<file path="config.mk">
export PLATFORM = sky130hd
export DESIGN_NAME = screen_ctl
export DESIGN_NICKNAME = d
export VERILOG_FILES = /design/src/rtl/screen_ctl.sv
export SDC_FILE = /design/constraint.sdc
export NUM_CORES = 1
export LEC_CHECK = 0
export CAP_MARGIN = 30
export CORE_MARGIN = 5
export CORE_UTILIZATION = 62
export DETAILED_ROUTE_END_ITERATION = 7
export DONT_BUFFER_PORTS = 1
export GPL_TIMING_DRIVEN = 0
export PLACE_DENSITY = 0.87
export SLEW_MARGIN = 20
export SYNTH_ARGS = -nofsm -noshare
export SYNTH_HDL_FRONTEND = slang
export SYNTH_SLANG_ARGS = --single-unit
</file>
<file path="constraint.sdc">
create_clock -name pclk -period 3.05 [get_ports pclk]
set_input_delay 0.1525 -clock pclk [delete_from_list [all_inputs] [get_ports pclk]]
set_output_delay 0.1525 -clock pclk [all_outputs]
set_load 0.03 [all_outputs]
</file>
<file path="src/rtl/screen_ctl.sv">
// Game-flow sequencer: picks the screen shown by the draw stage, hit-tests mouse
// clicks against the choice boxes and changes screens only at the start of vblank.
module screen_ctl #(
  parameter logic [11:0] BLUE_X0        = 12'd300,
  parameter logic [11:0] BLUE_X1        = 12'd400,
  parameter logic [11:0] YELLOW_X0      = 12'd650,
  parameter logic [11:0] YELLOW_X1      = 12'd750,
  parameter logic [11:0] BOX_Y0         = 12'd450,
  parameter logic [11:0] BOX_Y1         = 12'd550,
  parameter int unsigned HOLD_FRAMES    = 60,
  parameter int unsigned TIMEOUT_FRAMES = 1800
) (
  input  logic        pclk,
  input  logic        rst_n,
  input  logic        vblnk_in,
  input  logic [11:0] mouse_xpos,
  input  logic [11:0] mouse_ypos,
  input  logic        mouse_left,
  input  logic        game_over,
  output logic        start_en,
  output logic        choice_en,
  output logic        game_en,
  output logic [1:0]  player_sel,
  output logic [1:0]  state_o
);

  typedef enum logic [1:0] {
    ST_TITLE  = 2'd0,
    ST_CHOICE = 2'd1,
    ST_PLAY   = 2'd2,
    ST_END    = 2'd3
  } state_t;

  localparam logic [10:0] TIMEOUT_LAST = 11'(TIMEOUT_FRAMES - 1);
  localparam logic [10:0] HOLD_MIN     = 11'(HOLD_FRAMES);

  logic        btn_s1;
  logic        btn_sync;
  logic        btn_q;
  logic        vblnk_q;
  logic        click_rise;
  logic        frame_tick;
  logic        click_pend;
  logic        go_pend;
  logic [11:0] cx;
  logic [11:0] cy;

  state_t      state;
  state_t      nxt_state;
  logic [1:0]  nxt_sel;
  logic [10:0] frame_cnt;
  logic        armed;
  logic        click_ok;
  logic        blue_hit;
  logic        yellow_hit;
  logic        y_in;

  assign click_rise = btn_sync & ~btn_q;
  assign frame_tick = vblnk_in & ~vblnk_q;
  assign click_ok   = armed & click_pend;

  assign y_in       = (cy >= BOX_Y0) && (cy <= BOX_Y1);
  assign blue_hit   = y_in && (cx >= BLUE_X0)   && (cx <= BLUE_X1);
  assign yellow_hit = y_in && (cx >= YELLOW_X0) && (cx <= YELLOW_X1);

  assign state_o = state;

  // Button synchronizer, edge detect and event capture between frame ticks
  always_ff @(posedge pclk or negedge rst_n) begin
    if (!rst_n) begin
      btn_s1     <= 1'b0;
      btn_sync   <= 1'b0;
      btn_q      <= 1'b0;
      vblnk_q    <= 1'b0;
      click_pend <= 1'b0;
      go_pend    <= 1'b0;
      cx         <= '0;
      cy         <= '0;
    end else begin
      btn_s1   <= mouse_left;
      btn_sync <= btn_s1;
      btn_q    <= btn_sync;
      vblnk_q  <= vblnk_in;
      // Pending flags are consumed on the tick; an event landing on that same
      // cycle re-arms the flag so it is not lost.
      if (frame_tick) begin
        click_pend <= click_rise;
        go_pend    <= game_over;
        if (click_rise) begin
          cx <= mouse_xpos;
          cy <= mouse_ypos;
        end
      end else begin
        if (click_rise && !click_pend) begin
          click_pend <= 1'b1;
          cx         <= mouse_xpos;
          cy         <= mouse_ypos;
        end
        if (game_over) begin
          go_pend <= 1'b1;
        end
      end
    end
  end

  always_comb begin
    nxt_state = state;
    nxt_sel   = player_sel;
    case (state)
      ST_TITLE: begin
        if (click_ok) begin
          nxt_state = ST_CHOICE;
        end
      end
      ST_CHOICE: begin
        if (click_ok && blue_hit) begin
          nxt_state = ST_PLAY;
          nxt_sel   = 2'b01;
        end else if (click_ok && yellow_hit) begin
          nxt_state = ST_PLAY;
          nxt_sel   = 2'b10;
        end else if (frame_cnt == TIMEOUT_LAST) begin
          nxt_state = ST_TITLE;
        end
      end
      ST_PLAY: begin
        if (go_pend) begin
          nxt_state = ST_END;
        end
      end
      ST_END: begin
        if (click_ok && (frame_cnt >= HOLD_MIN)) begin
          nxt_state = ST_TITLE;
          nxt_sel   = '0;
        end
      end
      default: nxt_state = ST_TITLE;
    endcase
  end

  // Outputs are decoded from the next state so they move on the tick edge itself
  always_ff @(posedge pclk or negedge rst_n) begin
    if (!rst_n) begin
      state      <= ST_TITLE;
      frame_cnt  <= '0;
      armed      <= 1'b0;
      player_sel <= '0;
      start_en   <= 1'b0;
      choice_en  <= 1'b0;
      game_en    <= 1'b0;
    end else if (frame_tick) begin
      state      <= nxt_state;
      player_sel <= nxt_sel;
      start_en   <= (nxt_state != ST_TITLE);
      choice_en  <= (nxt_state == ST_CHOICE);
      game_en    <= (nxt_state == ST_PLAY);
      if (nxt_state != state) begin
        frame_cnt <= '0;
        armed     <= 1'b0;
      end else begin
        if (frame_cnt != '1) begin
          frame_cnt <= frame_cnt + 11'd1;
        end
        if (!btn_sync) begin
          armed <= 1'b1;
        end
      end
    end
  end

endmodule

</file>
* Word level (Yosys, flattened, before mapping)
Index checks and enable logic that the tools add are counted.
Word-level totals: register bits 49, bits of input ports 29, output and inout port bits 7, logic and storage cells 85
Operators by class: $add $sub $neg 1, magnitude comparators 7, equal/unequal tests 12, mux-type cells 25, bitwise gates (word level) 5, reductions and logical operators 20
Operator list (count):
- $mux W12 | 6
- $ge A12 B9 Y1 const B | 2
- $le A12 B10 Y1 const B | 2
- $mux W11 | 2
- $mux W2 | 9
- $ge A12 B10 Y1 const B | 1
- $le A12 B9 Y1 const B | 1
- $add A11 B1 Y11 const B | 1
- $eq A11 B11 Y1 const B | 1
- $ge A11 B6 Y1 const B | 1
- $ne A11 B11 Y1 const B | 1
- $reduce_bool A2 Y1 | 5
- $logic_and A1 B1 Y1 | 9
- $pmux W2 S4 | 1
- $eq A2 B2 Y1 const B | 3
- $mux W1 | 6
- $reduce_and A2 Y1 | 3
- $eq A2 B1 Y1 const B | 2
- $ne A2 B2 Y1 const B | 2
- $pmux W2 S2 | 1
- $reduce_and A4 Y1 | 1
- $and A1 B1 Y1 | 3
- $ne A3 B3 Y1 const B | 1
- $logic_not A2 Y1 | 1
- 4 further kinds | 5

* Depth between registers and ports, before layout
Gate-level depths: netlist of run 1.
depth in word-level cells 11, depth in mapped cells 9, depth with buffers taken out 8

* Least setup slack after synthesis of run 1
No wires, ideal clock.
path type reg2reg, from register frame_cnt[6], to register frame_cnt[0], setup time 65 ps, data arrival time 2103 ps, data required time 2985 ps, setup slack 882 ps, cell stages (with the launch flop) 8, path buffers 0, period minus slack after synthesis 2168 ps, cell sequence dfrtp_1 or4_4 o311ai_4 a21oi_2 o22ai_2 nor2_2 o41ai_2 mux2_2
On the way: longest elaborated chain between the ends 8, elaborated cells on any way between the ends 13, classes of those cells order compare (1); eq/ne (3); mux (6); reduce/logical (3)
Ends and longest elaborated chain:
- start: declaration | RTL line 51 | logic [10:0] frame_cnt;
- start signal: assignment | RTL line 162 | frame_cnt <= frame_cnt + 11'd1;
- branches (longest 8 deep; another with $ge A11 B6 Y1)
Several ways; the timed one is not identified. A chain may end at the register's enable or synchronous reset.

* Worst setup path in the final report of run 1
from register frame_cnt[0], to register frame_cnt[0]
The elaborated chain is that of the path after synthesis.

==> results of run 1 <==
==> registers in the layout, summed over array words and instances (netlist names) <==
signal and count:
cx 12, cy 12, frame_cnt 11, player_sel 2, state_o 2, armed 1, btn_q 1, btn_s1 1
btn_sync 1, choice_en 1, click_pend 1, game_en 1, go_pend 1, start_en 1, vblnk_q 1
==> stage by stage <==
stage / power, W / cells
2_1_floorplan: 0.00138 / 212
3_3_place_gp: 0.00146 / 260
3_5_place_dp: 0.00150 / 260
4_1_cts: 0.00203 / 296
5_1_grt: 0.00218 / 296
6_report: 0.00206 / 296
==> timing repair <==
| item | CTS | global route |
|---|---|---|
| buffers inserted | 0 | 0 |
| hold buffers | 28 | 0 |
| hold endpoints to repair | 75 | 0 |
==> cells in the mapped netlist (2+ instances only) <==
cell       instances  area, um^2
dfrtp_1           49        1230
nor4_1             3        18.8
ha_1               2        25.0
o21ai_1            6        30.0
clkbuf_1           5        18.8
nor2_1            12        45.0
o31ai_1            4        30.0
o21ai_0            4        20.0
mux2_1             2        22.5
nand3b_1           2        15.0
inv_1              5        18.8
a21o_1             3        22.5
a21oi_1           11        55.1
a2bb2oi_1          2        17.5
nand2b_1           3        18.8
nand4_1            4        25.0
nand4b_1           3        26.3
nand3_1            8        40.0
nand2_1           16        60.1
nor3_1             4        20.0
mux2_2            25         282
or3_1              3        18.8
==> cell type report <==
| cell class | count | area, um^2 |
|---|---|---|
| Fill cell | 228 | 828 |
| Buffer | 7 | 31.3 |
| Clock buffer | 5 | 68.8 |
| Inverter | 6 | 22.5 |
| Multi-Input combinational cell | 150 | 1100 |
| Sequential cell | 49 | 1230 |
| Clock inverter | 3 | 50.0 |
| Timing Repair Buffer | 28 | 298 |
| Tap cell | 48 | 60.1 |
==> layout by cell type (no fill, tap or decap), drive strengths merged, types with 4 or more instances in the layout <==
cell | netlist | layout
dlygate4sd3 | 0 | 27
dfrtp | 49 | 49
nor3 | 5 | 5
nand3 | 8 | 8
clkbuf | 5 | 10
nand4 | 4 | 4
inv | 5 | 6
a21oi | 12 | 12
mux2 | 27 | 27
nand2 | 17 | 17
o21ai | 10 | 10
o31ai | 4 | 4
nor2 | 13 | 13
==> metal layers <==
metal | wire length (um) | part of all wire, %
met1 | 2180 | 39
met2 | 3030 | 54
met3 | 273 | 4.8
met4 | 146 | 2.6
met5 | 0 | 0
==> power by group through the flow <==
stage	clock network [W]	logic, W	registers (W)
floorplan	0	0.000389	0.000991
global placement	0	0.000431	0.00103
detailed placement	0	0.000457	0.00104
CTS	0.000493	0.000507	0.00103
global route	0.000523	0.000583	0.00107
finish	0.000491	0.000523	0.00104
==> final timing paths <==
check,slack [ps],cells after the start,start,to
setup reg to reg,510,8,frame_cnt[0],frame_cnt[0]
min in group asynchronous,350,2,rst_n,cy[1]
setup / recovery,510,8,frame_cnt[0],frame_cnt[0]
hold reg to reg,360,0,btn_s1,btn_sync
max in group asynchronous,2490,2,rst_n,click_pend
hold / removal,10,1,mouse_ypos[7],cy[7]
==> cells by family after synthesis <==
logic type	synth area share, %
fa+ha+maj	1.05
mux	12.8
compound gates	15.5
simple gates	17.0
buf+inv	2.26
flops	51.4
==> flow_metrics.py, run 1 <==
metrics = {
    "clock_tree": {
        "numCtsBuffers": 5,
        "clk_latency_ps": 320,
        "clk_transition_reported_paths_ps": 90,
        "clock_path_buffers": 2,
        "numClockSinks": 49,
        "clock-root-buffer": "clkbuf_8",
        "cts_tree": "yes",
        "cts_resized": 0,
        "cts.htree.levels": 2,
    },
    "route": {
        "dr.pass1.iters": 4,
        "drt_iter0_markers": 143,
        "antenna_left": 0,
        "drt-vias-per-instance": 6.32,
        "route.detailed.drc": 0,
        "wl_per_cell_um": 19.0,
        "vias": 1871,
        "wirelength_um": 5630,
    },
    "finish": {
        "fin_nets": 278,
        "num_antenna_cells": 0,
        "drive_gt1_share_pct": 18.5,
        "area_growth_pct": 20.0,
        "final_util_pct": 77.5,
        "stdcell_area_um2": 2860,
    },
    "critical_path": {
        "worstPathArrival_ps": 2740,
        "worstPathRequired_ps": 3250,
        "critPathMaxFanout": 6,
        "path_delay_family": "simple AND/OR/NAND/NOR gates",
        "crit_type": "flip-flop to flip-flop",
        "end_kind": "flip-flop",
        "worstPathCellList": "ha_1 > or4bb_1 > nor3_1 > or3_1 > o22ai_2 > nor2_2 > o41ai_2 > mux2_2",
        "crit_path_start_kind": "flip-flop",
        "slowest_delay_ps": 420,
        "slowest_stage": "or4bb_1",
        "crit_buf_inv": 0,
    },
    "sta": {
        "tns_ps": 0,
        "tightest_slew_ps": 743,
        "rsz0062_at_grt": "false",
        "finalSetupViolations": 0,
        "post-route-min-period_ps": 2540,
        "post-route-period-util_pct": 83.4,
        "relSlewSlack_pct": 50.1,
        "holdWs_ps": 14.8,
        "clock.fmax_ghz": 0.393,
        "slew_viol_final": 0,
        "finalHoldViolations": 0,
        "fin_skew_ps": 16.2,
        "timing.final.ws_setup_ps": 507,
    },
    "grt": {
        "track_usage_pct": 23.8,
        "globalRouteMet2Util_pct": 41.8,
        "grt_max_degree": 50,
        "overflow": 0,
        "grt_busiest_layer": "met2",
        "use_met1_pct": 28.4,
        "grt_pass1_vias": 1933,
        "use_met3_pct": 5.54,
        "grt_first_pass_wirelength_um": 9490,
        "antenna_found_initial": 0,
    },
    "power": {
        "comb_power_share_pct": 25.4,
        "p_leak_nw": 1.16,
        "pwr-share-seq_pct": 50.7,
        "p_switching_w": 0.000742,
        "clkPwrFrac_pct": 23.9,
        "power.density_nw_per_um2": 719,
        "p_int_w": 0.00132,
        "swShare_pct": 36.1,
        "vdd_drop_max_uv": 526,
    },
    "place": {
        "post-place-ws_ps": 610,
        "port_buffers": 0,
        "placed_area_um2": 2440,
        "place.gp.congestion": 0.849,
        "dpl.hpwl_um": 3400,
    },
    "floorplanning": {
        "die_w_um": 72.0,
        "initial_utilization_pct": 64.6,
        "die_y_um": 72.0,
        "row_count": 22,
        "core_area_um2": 3690,
        "top_level_ports": 36,
        "die_area_um2": 5180,
    },
    "yosys": {
        "yosys_warnings": 0,
        "synth.distinct_cells": 58,
        "syn_nets": 243,
        "syn-instance-count": 212,
        "synth_top_flop_cell": "dfrtp_1",
        "async_flop_share_pct": 100,
        "synth_seq_area_share_pct": 51.4,
        "synth-seq-cells": 49,
        "syn_area_per_cell_um2": 11.2,
        "synthesis.area_um2": 2380,
        "synth-edff-count": 0,
    },
    "run": {
        "maxCapViolCount": 0,
    },
    "hold_path": {
        "min_path_type": "input port to flip-flop",
    },
    "outcome": {
        "status": "complete, no violations",
    },
}
Note: power is estimated with default switching activity, not from simulation.
==> run 2, diff against run 1 <==
--- a/config.mk
+++ b/config.mk
@@ -7,11 +7,11 @@
 export LEC_CHECK = 0
 export CAP_MARGIN = 30
 export CORE_MARGIN = 5
-export CORE_UTILIZATION = 62
+export CORE_UTILIZATION = 56
 export DETAILED_ROUTE_END_ITERATION = 7
 export DONT_BUFFER_PORTS = 1
 export GPL_TIMING_DRIVEN = 0
-export PLACE_DENSITY = 0.87
+export PLACE_DENSITY = 0.83
 export SLEW_MARGIN = 20
 export SYNTH_ARGS = -nofsm -noshare
 export SYNTH_HDL_FRONTEND = slang
==> constraint.sdc (replaced) <==
create_clock -name pclk -period 2.3 [get_ports pclk]
set_input_delay 0.115 -clock pclk [delete_from_list [all_inputs] [get_ports pclk]]
set_output_delay 0.115 -clock pclk [all_outputs]
set_load 0.03 [all_outputs]
==> flow_metrics.py, run 2 (synthesis results as in run 1) <==
metrics = {
    "sta": {
        "timing.final.ws_setup_ps": -5.91,
        "rsz0062_at_grt": "true",
        "post-route-min-period_ps": 2310,
        "finalHoldViolations": 0,
        "slew_viol_final": 0,
        "tightest_slew_ps": 597,
        "post-route-period-util_pct": 100,
        "fin_skew_ps": 14.5,
        "finalSetupViolations": 1,
        "clock.fmax_ghz": 0.434,
        "relSlewSlack_pct": 59.6,
    },
    "grt": {
        "overflow": 0,
        "grt_max_degree": 50,
        "antenna_found_initial": 0,
        "grt_pass1_vias": 1911,
        "grt_first_pass_wirelength_um": 8960,
        "track_usage_pct": 21.1,
    },
    "finish": {
        "layout.cells.non_filler": 306,
        "num_antenna_cells": 0,
        "area_growth_pct": 24.0,
        "final_common_cell": "dfrtp_1",
        "reg.largest.list": "cx: 12 flops, cy: 12 flops, frame_cnt: 11 flops",
        "stdcell_area_um2": 2960,
        "fin_nets": 286,
        "final_cell_mix": "dfrtp_1, dlygate4sd3_1, mux2_2",
        "drive_gt1_share_pct": 23.0,
    },
    "floorplanning": {
        "die_y_um": 75.2,
        "core_area_um2": 4060,
        "die_w_um": 75.2,
        "row_count": 23,
        "top_level_ports": 36,
        "initial_utilization_pct": 58.7,
        "die_area_um2": 5660,
    },
    "place": {
        "post-place-ws_ps": -83.4,
        "dpl.hpwl_um": 3270,
        "place.gp.congestion": 0.927,
        "placed_area_um2": 2450,
        "placed_cells": 262,
        "port_buffers": 0,
    },
    "route": {
        "wl_per_cell_um": 17.8,
        "vias": 1879,
        "drt-vias-per-instance": 6.14,
        "route.detailed.drc": 0,
        "dr.pass1.iters": 4,
        "antenna_left": 0,
        "drt_iter0_markers": 148,
        "wirelength_um": 5460,
    },
    "outcome": {
        "violations": "setup timing",
        "status": "finished with violations",
    },
    "critical_path": {
        "critPathMaxFanout": 8,
        "worstPathArrival_ps": 2520,
        "end_kind": "flip-flop",
        "worstPathRequired_ps": 2510,
        "crit_path_start_kind": "flip-flop",
        "crit_type": "flip-flop to flip-flop",
    },
    "clock_tree": {
        "numClockSinks": 49,
        "cts.htree.levels": 2,
        "clock_path_buffers": 2,
        "cts_tree": "yes",
        "clk_transition_reported_paths_ps": 90,
        "clock-root-buffer": "clkbuf_8",
        "numCtsBuffers": 5,
        "clk_latency_ps": 320,
    },
    "power": {
        "p_leak_nw": 1.20,
        "power.density_nw_per_um2": 916,
        "vdd_drop_max_uv": 648,
    },
    "run": {
        "maxCapViolCount": 0,
    },
    "hold_path": {
        "min_path_type": "input port to flip-flop",
    },
}
[run 2: where the power goes]
part | leakage (nW) | internal (W) | total (W) | switching, W
clock network | 0.0506 | 0.000228 | 0.000554 | 0.000326
logic | 0.570 | 0.000403 | 0.000779 | 0.000375
registers | 0.575 | 0.00107 | 0.00137 | 0.000306
[run 2: layer usage]
metal	part of all wire [%]	wire length (um)	GRT usage [%]
met4	1.9	105	6.02
met3	4.4	240	6.54
met5	0	0	0
met2	52	2820	35.8
met1	42	2290	25.9
[run 2: area by class of cell]
class,instances,area [um^2]
tap,50,62.6
sequential,49,1230
buffer,7,35.0
inverter,6,22.5
timing repair buffer,36,360
clock buffer,5,68.8
multi-input combinational,150,1150
fill,256,1100
clock inverter,3,28.8
[run 2: per-stage QoR]
stage | setup TNS (ps) | utilization (%) | power [W] | hold slack, ps
2_1_floorplan | 0 | - | 0.00183 | -181
3_3_place_gp | -152 | 60.3 | 0.00194 | -180
3_5_place_dp | -158 | 60.3 | 0.00197 | -180
4_1_cts | -22.1 | 70.9 | 0.00260 | 152
5_1_grt | -749 | 72.8 | 0.00288 | 155
6_report | -5.91 | 72.8 | 0.00271 | 161
[run 2: worst paths after layout]
check | start | to | slack (ps) | cells past startpoint
setup / recovery | frame_cnt[0] | frame_cnt[2] | -6 | 9
hold / removal | vblnk_in | frame_cnt[5] | 160 | 3
setup reg to reg | frame_cnt[0] | frame_cnt[2] | -6 | 9
hold reg to reg | btn_s1 | btn_sync | 370 | 0
max in group asynchronous | rst_n | frame_cnt[3] | 1760 | 2
min in group asynchronous | rst_n | cx[11] | 310 | 2
[run 2: timing repair]
action,in CTS,in global routing
gates resized for setup,2,8
hold buffers,29,0
endpoints found under the setup margin,5,12
setup buffers,2,5
endpoints found under the hold margin,76,0
pin swaps,1,4
[run 2: worst max-delay path, cell delays in order, from the launching register on]
cell and delay, ps:
dfrtp_1 410, ha_2 240, or4bb_1 420, nor3_2 170, or3_4 170, o22ai_2 70, or2_1 240, buf_6 150
a21o_1 150, a21o_1 170
==> run 3, diff against run 2 <==
==> constraint.sdc (replaced) <==
create_clock -name pclk -period 2.3 [get_ports pclk]
set_input_delay 0.46 -clock pclk [delete_from_list [all_inputs] [get_ports pclk]]
set_output_delay 0.46 -clock pclk [all_outputs]
set_load 0.03 [all_outputs]
==> flow_metrics.py, run 3 (synthesis results as in run 1) <==
metrics = {
    "sta": {
        "slew_viol_final": 0,
        "finalSetupViolations": 0,
        "fin_skew_ps": 11.5,
        "tightest_slew_ps": 542,
        "post-route-min-period_ps": 2290,
        "rsz0062_at_grt": "true",
        "holdWs_ps": 166,
        "relSlewSlack_pct": 63.8,
        "finalHoldViolations": 0,
        "clock.fmax_ghz": 0.437,
        "post-route-period-util_pct": 99.6,
    },
    "place": {
        "port_buffers": 0,
        "dpl.hpwl_um": 3270,
        "placed_area_um2": 2450,
        "place.gp.congestion": 0.927,
    },
    "grt": {
        "antenna_found_initial": 0,
        "grt_max_degree": 50,
        "grt_first_pass_wirelength_um": 8140,
        "grt_pass1_vias": 1780,
        "overflow": 0,
        "track_usage_pct": 19.2,
    },
    "critical_path": {
        "r2r_setup_slack_ps": 10,
        "crit_type": "flip-flop to flip-flop",
        "critPathMaxFanout": 8,
        "crit_path_start_kind": "flip-flop",
        "worstPathRequired_ps": 2510,
        "worstPathArrival_ps": 2500,
        "end_kind": "flip-flop",
    },
    "route": {
        "vias": 1719,
        "drt-vias-per-instance": 6.16,
        "drt_iter0_markers": 117,
        "route.detailed.drc": 0,
        "wirelength_um": 4840,
        "antenna_left": 0,
        "dr.pass1.iters": 5,
        "wl_per_cell_um": 17.3,
    },
    "clock_tree": {
        "cts.htree.levels": 2,
        "numCtsBuffers": 5,
        "clk_latency_ps": 320,
        "clock_path_buffers": 2,
        "numClockSinks": 49,
        "clk_transition_reported_paths_ps": 90,
        "cts_tree": "yes",
        "clock-root-buffer": "clkbuf_8",
    },
    "finish": {
        "num_antenna_cells": 0,
        "seq_area_um2": 1230,
        "stdcell_area_um2": 2680,
        "final_cell_mix": "dfrtp_1, mux2_2, nand2_1",
        "drive_gt1_share_pct": 25.3,
        "multi_input_area_um2": 1140,
        "final_common_cell": "dfrtp_1",
        "fin_nets": 259,
        "area_growth_pct": 12.3,
        "n_fill_cell": 316,
        "reg.largest.list": "cx: 12 flops, cy: 12 flops, frame_cnt: 11 flops",
    },
    "floorplanning": {
        "initial_utilization_pct": 58.7,
        "top_level_ports": 36,
        "die_area_um2": 5660,
        "die_y_um": 75.2,
        "row_count": 23,
        "die_w_um": 75.2,
        "core_area_um2": 4060,
    },
    "power": {
        "vdd_drop_max_uv": 659,
        "p_leak_nw": 1.08,
        "power.density_nw_per_um2": 983,
        "fin_total_pwr_w": 0.00263,
    },
    "run": {
        "maxCapViolCount": 0,
    },
    "hold_path": {
        "min_path_type": "input port to flip-flop",
    },
    "outcome": {
        "status": "complete, no violations",
    },
}
## run 3: changes by cell type in the layout (fill, tap and decap cells not counted), sizes merged
cell	before	now
dlygate4sd3	28	1
## run 3: timing repair
action	4_1_cts	5_1_grt
buffers inserted	2	5
hold endpoints to repair	49	0
pin swaps	1	4
hold buffers	2	0
setup endpoints to repair	5	12
gates resized for setup	2	7
## run 3: final cells by class
| class | count | area share, % |
|---|---|---|
| well taps | 50 | 2.34 |
| clock buffers | 5 | 2.57 |
| inverters | 6 | 0.841 |
| repair buffers | 9 | 3.36 |
| clock inverters | 3 | 1.07 |
| flip-flops and latches | 49 | 45.8 |
| plain buffers | 7 | 1.31 |
| multi-input cells | 150 | 42.7 |
## run 3: worst paths after layout
kind | from | to | cells past startpoint
min in group asynchronous | rst_n | cx[6] | 2
hold reg to reg | btn_s1 | btn_sync | 0
max in group asynchronous | rst_n | frame_cnt[3] | 2
setup reg to reg | frame_cnt[0] | frame_cnt[2] | 9
setup / recovery | frame_cnt[0] | frame_cnt[2] | 9
hold / removal | mouse_left | btn_s1 | 0
## run 3: stage by stage
step	std cells	utilization [%]	worst slack [ps]	TNS [ps]
2_1_floorplan	212	-	132	0
3_3_place_gp	262	60.3	-75.8	-152
3_5_place_dp	262	60.3	-83.4	-158
4_1_cts	274	64.2	-22.1	-22.1
5_1_grt	279	66.0	-133	-625
6_report	279	66.0	9.79	0
## run 3: power by group
group / total [W] / internal (W) / switching (W) / leakage [nW]
Sequential: 0.00136 / 0.00107 / 0.000293 / 0.575
Clock: 0.000545 / 0.000228 / 0.000317 / 0.0506
Combinational: 0.000725 / 0.000370 / 0.000355 / 0.454
Total: 0.00263 / 0.00167 / 0.000966 / 1.08
## run 3: worst max-delay path, cell delays in order, from the launching register on
cell,delay [ps]
dfrtp_1,410
ha_2,240
or4bb_1,420
nor3_2,170
or3_4,170
o22ai_2,70
or2_1,240
buf_6,140
a21o_1,150
a21o_1,170
## run 3: routing by layer
metal	up-vias	routed length (um)	global-route usage (%)	share of wire [%]
met5	-	0	0	0
met2	50	2380	30.5	49
met3	8	304	7.34	6.3
met1	838	2070	24.0	43
li1	823	-	-	-
met4	0	82	6.99	1.7
